[config.mk]
export PLATFORM = sky130hd
export DESIGN_NAME = memory_stage
export DESIGN_NICKNAME = d
export VERILOG_FILES = /design/src/rtl/memory_stage_pkg.sv /design/src/rtl/mem_access_fsm.sv /design/src/rtl/memory_stage.sv
export SDC_FILE = /design/constraint.sdc
export NUM_CORES = 1
export LEC_CHECK = 0
export ABC_AREA = 0
export CORE_MARGIN = 2
export CORE_UTILIZATION = 43
export CTS_CLUSTER_DIAMETER = 30
export DETAILED_ROUTE_END_ITERATION = 8
export DONT_BUFFER_PORTS = 1
export GPL_ROUTABILITY_DRIVEN = 0
export PLACE_DENSITY_LB_ADDON = 0.08
export SYNTH_ARGS = -nofsm -noshare
export SYNTH_HDL_FRONTEND = slang
export SYNTH_HIERARCHICAL = 1
export SYNTH_SLANG_ARGS = --single-unit
export TNS_END_PERCENT = 20
[constraint.sdc]
create_clock -name clk -period 4.8 [get_ports clk]
set_input_delay 0.48 -clock clk [delete_from_list [all_inputs] [get_ports clk]]
set_output_delay 0.48 -clock clk [all_outputs]
set_load 0.03 [all_outputs]
[src/rtl/memory_stage_pkg.sv]
// Shared types and constants for the memory stage: FSM state encoding,
// write-back select codes, default data width and register-index width.
package memory_stage_pkg;

  localparam int unsigned DATA_W     = 16;
  localparam int unsigned REG_ADDR_W = 3;

  typedef enum logic {
    IDLE   = 1'b0,
    ACCESS = 1'b1
  } state_t;

  typedef enum logic [1:0] {
    WB_ALU     = 2'b00,
    WB_MEM     = 2'b01,
    WB_IMM     = 2'b10,
    WB_ALU_ALT = 2'b11
  } wb_sel_t;

endpackage

[src/rtl/mem_access_fsm.sv]
// Data-memory handshake FSM: issues the request, holds it while the memory
// is busy, raises stall upstream and (with MEM_TIMEOUT_EN defined) aborts an
// access that waits too long, flagging a sticky timeout_err.
module mem_access_fsm #(
  parameter int unsigned DATA_W  = memory_stage_pkg::DATA_W,
  parameter int unsigned TIMEOUT = 15
) (
  input  logic              clk,
  input  logic              reset,
  input  logic              mem_read,
  input  logic              mem_write,
  input  logic [DATA_W-1:0] addr_in,
  input  logic [DATA_W-1:0] wdata_in,
  input  logic              dmem_ready,
  output logic              dmem_req,
  output logic              dmem_we,
  output logic [DATA_W-1:0] dmem_addr,
  output logic [DATA_W-1:0] dmem_wdata,
  output logic              stall,
  output logic              timeout_abort,
  output logic              timeout_err
);
  import memory_stage_pkg::*;

  state_t              state_reg, state_next;
  logic [DATA_W-1:0]   addr_reg;
  logic [DATA_W-1:0]   wdata_reg;
  logic                we_reg;
  logic                timeout_hit;

  // State register
  always_ff @(posedge clk or negedge reset) begin
    if (!reset) state_reg <= IDLE;
    else        state_reg <= state_next;
  end

  // Capture the request fields while idle so they stay frozen during ACCESS
  always_ff @(posedge clk or negedge reset) begin
    if (!reset) begin
      addr_reg  <= '0;
      wdata_reg <= '0;
      we_reg    <= 1'b0;
    end else if (state_reg == IDLE) begin
      addr_reg  <= addr_in;
      wdata_reg <= wdata_in;
      we_reg    <= mem_write;
    end
  end

`ifdef MEM_TIMEOUT_EN
  // Counter width must hold TIMEOUT itself (the abort cycle still increments)
  localparam int unsigned CNT_W = (TIMEOUT < 2) ? 1 : $clog2(TIMEOUT + 1);

  logic [CNT_W-1:0] wait_cnt_reg;
  logic             timeout_err_reg;

  // The issuing IDLE cycle was already one wait, so TIMEOUT waits have
  // elapsed once the ACCESS counter reaches TIMEOUT-1.
  assign timeout_hit = (wait_cnt_reg == CNT_W'(TIMEOUT - 1));
  assign timeout_err = timeout_err_reg;

  // Count ACCESS cycles spent without ready; cleared whenever idle
  always_ff @(posedge clk or negedge reset) begin
    if (!reset)                  wait_cnt_reg <= '0;
    else if (state_reg != ACCESS) wait_cnt_reg <= '0;
    else if (!dmem_ready)        wait_cnt_reg <= wait_cnt_reg + CNT_W'(1);
  end

  // Sticky abort flag, cleared only by reset
  always_ff @(posedge clk or negedge reset) begin
    if (!reset)             timeout_err_reg <= 1'b0;
    else if (timeout_abort) timeout_err_reg <= 1'b1;
  end
`else
  assign timeout_hit = 1'b0;
  assign timeout_err = 1'b0;
`endif

  // Next state and handshake outputs; reset forces everything quiet at once
  always_comb begin
    state_next    = state_reg;
    dmem_req      = 1'b0;
    dmem_we       = 1'b0;
    dmem_addr     = addr_in;
    dmem_wdata    = wdata_in;
    stall         = 1'b0;
    timeout_abort = 1'b0;
    if (reset) begin
      case (state_reg)
        IDLE: begin
          if (mem_read || mem_write) begin
            dmem_req = 1'b1;
            dmem_we  = mem_write;   // store wins when both are requested
            if (!dmem_ready) begin
              stall      = 1'b1;
              state_next = ACCESS;
            end
          end
        end
        ACCESS: begin
          dmem_addr  = addr_reg;
          dmem_wdata = wdata_reg;
          if (dmem_ready) begin
            dmem_req   = 1'b1;
            dmem_we    = we_reg;
            state_next = IDLE;
          end else if (timeout_hit) begin
            timeout_abort = 1'b1;
            state_next    = IDLE;
          end else begin
            dmem_req = 1'b1;
            dmem_we  = we_reg;
            stall    = 1'b1;
          end
        end
        default: state_next = IDLE;
      endcase
    end
  end

endmodule

[src/rtl/memory_stage.sv]
// Pipeline MEM stage: drives the data-memory handshake through
// mem_access_fsm, selects the write-back value and holds the MEM/WB register.
// Optional access timeout enabled by defining MEM_TIMEOUT_EN.
module memory_stage #(
  parameter int unsigned DATA_W  = memory_stage_pkg::DATA_W,
  parameter int unsigned TIMEOUT = 15
) (
  input  logic                                  clk,
  input  logic                                  reset,
  input  logic [DATA_W-1:0]                     alu_result_from_ex,
  input  logic                                  reg_write_from_ex,
  input  logic [memory_stage_pkg::REG_ADDR_W-1:0] reg_write_address_from_ex,
  input  logic [DATA_W-1:0]                     sign_extend_from_ex,
  input  logic [1:0]                            write_back_select_from_ex,
  input  logic [DATA_W-1:0]                     read_data2_from_ex,
  input  logic                                  mem_read_from_ex,
  input  logic                                  mem_write_from_ex,
  output logic                                  dmem_req,
  output logic                                  dmem_we,
  output logic [DATA_W-1:0]                     dmem_addr,
  output logic [DATA_W-1:0]                     dmem_wdata,
  input  logic [DATA_W-1:0]                     dmem_rdata,
  input  logic                                  dmem_ready,
  output logic                                  stall,
  output logic                                  reg_write_to_wb,
  output logic [memory_stage_pkg::REG_ADDR_W-1:0] reg_write_address_to_wb,
  output logic [DATA_W-1:0]                     write_back_data_to_wb,
  output logic                                  timeout_err
);
  import memory_stage_pkg::*;

  logic                  timeout_abort;
  logic                  wb_load;
  logic [DATA_W-1:0]     wb_data_next;
  logic                  reg_write_reg;
  logic [REG_ADDR_W-1:0] reg_write_address_reg;
  logic [DATA_W-1:0]     write_back_data_reg;

  mem_access_fsm #(
    .DATA_W  (DATA_W),
    .TIMEOUT (TIMEOUT)
  ) u_fsm (
    .clk           (clk),
    .reset         (reset),
    .mem_read      (mem_read_from_ex),
    .mem_write     (mem_write_from_ex),
    .addr_in       (alu_result_from_ex),
    .wdata_in      (read_data2_from_ex),
    .dmem_ready    (dmem_ready),
    .dmem_req      (dmem_req),
    .dmem_we       (dmem_we),
    .dmem_addr     (dmem_addr),
    .dmem_wdata    (dmem_wdata),
    .stall         (stall),
    .timeout_abort (timeout_abort),
    .timeout_err   (timeout_err)
  );

  // Write-back source select; memory data is taken in the completion cycle
  always_comb begin
    wb_data_next = alu_result_from_ex;
    case (write_back_select_from_ex)
      WB_MEM:  wb_data_next = dmem_rdata;
      WB_IMM:  wb_data_next = sign_extend_from_ex;
      default: wb_data_next = alu_result_from_ex;
    endcase
  end

  // An aborted access completes the stall but must not retire
  assign wb_load = !stall && !timeout_abort;

  // MEM/WB register: load the instruction, otherwise insert a bubble
  always_ff @(posedge clk or negedge reset) begin
    if (!reset) begin
      reg_write_reg         <= 1'b0;
      reg_write_address_reg <= '0;
      write_back_data_reg   <= '0;
    end else if (wb_load) begin
      reg_write_reg         <= reg_write_from_ex;
      reg_write_address_reg <= reg_write_address_from_ex;
      write_back_data_reg   <= wb_data_next;
    end else begin
      reg_write_reg <= 1'b0;
    end
  end

  assign reg_write_to_wb         = reg_write_reg;
  assign reg_write_address_to_wb = reg_write_address_reg;
  assign write_back_data_to_wb   = write_back_data_reg;

endmodule

==> summary.md, run 1 <==
| Metric | Value |
|---|---|
| Syn avg cell area | `13.4 sq um` |
| Commonest non-fill, non-tap cells in the layout | `dfrtp_1 (54), mux2_2 (35), mux2_4 (33)` |
| Top fanout value on the critical path | `36` |
| Setup Total Neg Slack | `0 ns` |
| Final non-filler cell total | `291` |
| Initial antenna violation count | `0` |
| Slew Limit Fails | `0` |
| Yosys reg bits | `54` |
| Unique masters post-synth | `24` |
| Share of layout cells above drive strength 1 | `42.7%` |
| Cell total after placement | `284` |
| Post-synth EDFFs | `0` |
| CP bufs+invs | `1` |
| Logic pwr share | `26.9%` |
| Synth async-reset ratio | `100%` |
| Final hold violations | `0` |
| Diode count | `0` |
| Total gr overflow | `0` |
| CTS tree | `done` |
| Initial DRC count | `67` |
| Synth Cell Area | `2970 sq um` |
| Commonest non-fill, non-tap cell in the layout | `dfrtp_1` |
| Clock sinks | `54` |
| Routed Antenna Nets | `0` |
| P_sw | `415 uW` |
| Reg power frac | `52.2%` |
| Max-cap viol count | `0` |
| First-pass GRT wire length | `10200 um` |
| Post-CTS Resized | `0` |
| Fin crit share | `52.2%` |
| WS Path Type | `register to primary output` |
| Post-route DRC | `0` |
| Maximum clock frequency | `399 MHz` |
| Sequential area share after synthesis | `45.5%` |
| Chip height | `87.1 um` |
| # rows | `30` |
| Layout area overhead | `3.24%` |
| HPWL Detailed | `4920 um` |
| Top Family by Delay on Critical Path | `multiplexers` |
| Slowest CP cell | `mux2_2` |
| Worst Max-Slew Pin Slew | `0.890 ns` |
| Worst setup EP type | `primary output` |
| Clock transition at path regs | `0.09 ns` |
| Clock skew | `0.00441 ns` |
| Clock power frac | `20.9%` |
| Startpoint types | `register` |
| Largest net degree at the start of global routing | `55` |
| HP Class | `input pin to async pin` |
| Yosys Warn Count | `6` |
| CTS buffer count | `5` |
| Drt pass-1 iters | `4` |
| Status | `finished, final reports clean` |
| Number of setup violations in the final report | `0` |
| Drt total wl | `6850 um` |
| Net Sw Frac | `34.8%` |
| WL/cell | `23.5 um` |
| Fin crit period | `2.50 ns` |
| Htree depth | `2` |
| RSZ-0062 raised after global routing | `false` |
| Synth Instances | `221` |
| Slew headroom | `40.7%` |
| # nets final | `289` |
| Via count | `1782` |
| Core Footprint | `6720 sq um` |
| Hold buffer count at CTS | `1` |
| Pwr per Cell Area | `390 nW/um^2` |
| Root buf cell | `clkbuf_8` |
| Clock Latency Late Sink | `0.30 ns` |
| Post-synth top flop | `dfrtp_1` |
| Critical path required time | `4.32 ns` |
| I/O Buffers | `0` |
| Io pins | `131` |
| Vias in the first global route | `1812` |
| Die span in x | `87.1 um` |
| Synth area leader | `dfrtp_1` |
| CP arrival | `2.02 ns` |
| Largest stage delay, worst path | `0.50 ns` |
| Post-CTS Setup Repair Bufs | `0` |
| CP Cell Sequence | `buf_4 > nand2_4 > mux2_2` |
| Clk buf depth | `2` |
| Cell leakage power | `0.00133 uW` |
| Top post-synthesis cells by area | `dfrtp_1 (46%), mux2_4 (17%), mux2_2 (13%)` |
| Initial core utilization | `44.2%` |
| Die area | `7590 sq um` |
| Vias/cell | `6.12` |
| Post-synth top area share | `45.5%` |
| Worst vdd ir | `140 uV` |
| Gr usage total | `17.9%` |
| P_int | `779 uW` |
[cells by family (layout without fill, tap and decap cells)]
logic type	after synthesis	in the layout	share of synthesized area (%)
fa+ha+maj	2	2	0.843
flops	54	54	45.5
mux	68	68	30.0
compound gates	49	49	13.4
other cells	1	2	0.126
buf+inv	23	12	5.01
simple gates	24	24	5.14
[cell type report]
| type | instances | area [sq um] |
|---|---|---|
| clock buffer | 6 | 82.6 |
| tap | 80 | 100 |
| timing repair buffer | 3 | 42.5 |
| multi-input combinational | 145 | 1480 |
| fill | 608 | 3650 |
| inverter | 3 | 11.3 |
| sequential | 54 | 1350 |
[power groups by stage]
stage	Sequential [uW]	Clock [uW]	Combinational (uW)
6_report	623	250	322
2_1_floorplan	617	0	290
4_1_cts	624	260	326
3_3_place_gp	630	0	304
5_1_grt	631	282	344
3_5_place_dp	634	0	313
[synthesized netlist by cell type, types with 4 or more instances]
master	number
o31ai_1	6
buf_2	6
clkbuf_1	4
mux2_4	33
o21ai_0	16
mux2_2	35
dfrtp_1	54
a221oi_1	16
buf_6	5
o31ai_2	10
nor2b_1	17
[per-stage QoR]
stage	setup slack, ns	hold WS [ns]	total power, uW	utilization, %	area (sq um)
6_report	2.30	0.0266	1190	45.6	3070
2_1_floorplan	2.36	0.184	906	-	2970
3_5_place_dp	2.61	0.186	947	44.0	2960
5_1_grt	2.18	0.0369	1260	45.6	3070
4_1_cts	2.27	0.0390	1210	45.6	3070
3_3_place_gp	2.67	0.186	934	44.0	2960
[metal layers]
layer / share of wire, % / track usage, %
met1: 43 / 23.1
met2: 47 / 28.5
met3: 9.0 / 6.26
met4: 1.4 / 5.45
met5: 0 / 0
[worst register-to-register path, cell delays in order, from the launching register on]
cell	delay [ns]
dfrtp_1	0.37
buf_4	0.27
nor3_1	0.45
nor3b_2	0.10
or2_4	0.38
mux2_4	0.34
[path summary, 6_finish.rpt]
| kind | from | end | slack, ns | depth (start not counted) |
|---|---|---|---|---|
| min in group clk | reg_write_from_ex | reg_write_to_wb$_DFF_PN0_ | 0.27 | 2 |
| setup reg to reg | u_fsm/state_reg$_DFFE_PN0P_ | reg_write_address_to_wb[0]$_DFFE_PN0P_ | 2.79 | 5 |
| max in group asynchronous | reset | u_fsm/addr_reg[5]$_DFF_PN0_ | 4.53 | 1 |
| setup / recovery | u_fsm/state_reg$_DFFE_PN0P_ | dmem_wdata[15] | 2.30 | 3 |
| hold / removal | reset | reg_write_to_wb$_DFF_PN0_ | 0.03 | 1 |
| hold reg to reg | u_fsm/we_reg$_DFFE_PN0N_ | u_fsm/we_reg$_DFFE_PN0N_ | 0.50 | 1 |
Power figures use the tool's default switching activity.
==> run 2: changes to the inputs <==
clock period = 2.45 ns   (was 4.8 ns; I/O delays follow)
==> run 2 against run 1 <==
Combinational power rose by 93%. Count of clock-buffer cells in the layout rose by 1. Global-route usage rose by 0.71 points. Die area did not move. First-iteration DRC count fell by 1.5%. Total power rose by 98%. Clock skew fell by 0.0015 ns. Cell count rose by 1.7%. Cell area rose by 1.1%. Wire length rose by 0.41%. Critical path type unchanged. Critical endpoint is now dmem_we.
==> summary.md, run 2 (synthesized netlist as in run 1, its figures left out) <==
| Metric | Value |
|---|---|
| Largest stage delay, worst path | `0.59 ns` |
| Cell total after placement | `286` |
| Die span in x | `87.1 um` |
| WHS | `0.0246 ns` |
| Fill count | `597` |
| Slew headroom | `54.5%` |
| Cell leakage power | `0.00135 uW` |
| Layout area overhead | `4.38%` |
| Setup Total Neg Slack | `0 ns` |
| Maximum clock frequency | `450 MHz` |
| Final non-filler cell total | `296` |
| Worst setup EP type | `primary output` |
| Fin crit period | `2.22 ns` |
| Register-to-Register Path Depth | `4` |
| Number of setup violations in the final report | `0` |
| CTS buffer count | `5` |
| CP Cell Sequence | `buf_4 > mux2_2 > and2_1` |
| CP bufs+invs | `1` |
| WHS Path Cells | `1` |
| Routed Antenna Nets | `0` |
| # rows | `30` |
| Root buf cell | `clkbuf_8` |
| Share of layout cells above drive strength 1 | `43.1%` |
| Clock transition at path regs | `0.09 ns` |
| Critical path required time | `2.20 ns` |
| Diode count | `0` |
| Total gr overflow | `0` |
| Post-route DRC | `0` |
| Final hold violations | `0` |
| Post-CTS Resized | `0` |
| Worst vdd ir | `257 uV` |
| Slew Limit Fails | `0` |
| RSZ-0062 raised after global routing | `false` |
| Vias in the first global route | `1948` |
| Vias/cell | `6.06` |
| Initial DRC count | `66` |
| Slowest CP cell | `dfrtp_1` |
| Clock sinks | `54` |
| Crit. Startpoint | `u_fsm/state_reg$_DFFE_PN0P_` |
| Post-CTS Setup Repair Bufs | `0` |
| Commonest non-fill, non-tap cell in the layout | `dfrtp_1` |
| Clock Latency Late Sink | `0.30 ns` |
| Clk buf depth | `2` |
| Commonest non-fill, non-tap cells in the layout | `dfrtp_1 (54), mux2_2 (35), mux2_4 (33)` |
| Worst r2r dst | `reg_write_address_to_wb[0]$_DFFE_PN0P_` |
| Htree depth | `2` |
| Max-cap viol count | `0` |
| Die area | `7590 sq um` |
| Chip height | `87.1 um` |
| Clock skew | `0.00288 ns` |
| Cell depth of the worst setup path | `3` |
| Worst Max-Slew Pin Slew | `0.682 ns` |
| Via count | `1794` |
| # nets final | `292` |
| Largest net degree at the start of global routing | `55` |
| Io pins | `131` |
| Initial core utilization | `44.2%` |
| Status | `finished, final reports clean` |
| CP arrival | `1.98 ns` |
| Top Family by Delay on Critical Path | `flip-flops` |
| Drt total wl | `6880 um` |
| Worst R2R Setup Slack | `0.53 ns` |
| Pwr per Cell Area | `762 nW/um^2` |
| HPWL Detailed | `5030 um` |
| HP Class | `input pin to register` |
| Hold EP | `u_fsm/state_reg$_DFFE_PN0P_` |
| Top fanout value on the critical path | `28` |
| Gr usage total | `18.7%` |
| WS Path Type | `register to primary output` |
| Tot Pwr | `2360 uW` |
| Initial antenna violation count | `0` |
| WL/cell | `23.2 um` |
| Drt pass-1 iters | `4` |
| Core Footprint | `6720 sq um` |
| CTS tree | `done` |
| Hold buffer count at CTS | `2` |
| Startpoint types | `register` |
| Hold Startpoint | `reset` |
| I/O Buffers | `0` |
| R2R Path Start | `u_fsm/state_reg$_DFFE_PN0P_` |
| First-pass GRT wire length | `10600 um` |
| Fin crit share | `90.6%` |
run 2: cell types whose count changed in the layout (fill, tap and decap cells not counted):
| cell | before | now |
|---|---|---|
| dlygate4sd3_1 | 0 | 1 |
| buf_4 | 2 | 4 |
| clkbuf_1 | 0 | 1 |
| clkinv_2 | 0 | 1 |
run 2: area by class of cell:
class	instances	area, sq um	area share, %
Multi-Input combinational cell	145	1480	47.7
Tap cell	80	100	3.23
Timing Repair Buffer	6	67.6	2.18
Sequential cell	54	1350	43.6
Clock inverter	1	5.00	0.161
Clock buffer	7	86.3	2.79
Inverter	3	11.3	0.363
run 2: worst max path at each step:
stage                                             end
2_1_floorplan  reg_write_address_to_wb[0]$_DFFE_PN0P_
3_3_place_gp                                  dmem_we
6_report                                      dmem_we
5_1_grt                                       dmem_we
3_5_place_dp                                  dmem_we
4_1_cts                                       dmem_we
run 2: routing by layer:
metal,part of all wire (%),global-route usage (%)
met2,46,28.9
met3,9.1,5.69
met5,0,0
met1,43,25.6
met4,1.6,5.03
run 2: metrics by stage:
stage                     setup slack [ns]  instance area [sq um]  util, %
final                                0.230                   3100     46.1
after detailed placement             0.543                   2970     44.2
after CTS                            0.207                   3100     46.1
after floorplan                    0.00932                   2970        -
after global placement               0.606                   2970     44.2
after global routing                0.0913                   3100     46.1
run 2: power by group:
group	internal, uW	switching (uW)
clock network	229	278
logic	278	345
registers	1030	200
run 2: worst register-to-register path: cells and delay by family (launching register included):
kind             cells  cell delay, ns
and+or+nand+nor      3            0.95
DFF                  1            0.53
muxes                1            0.33
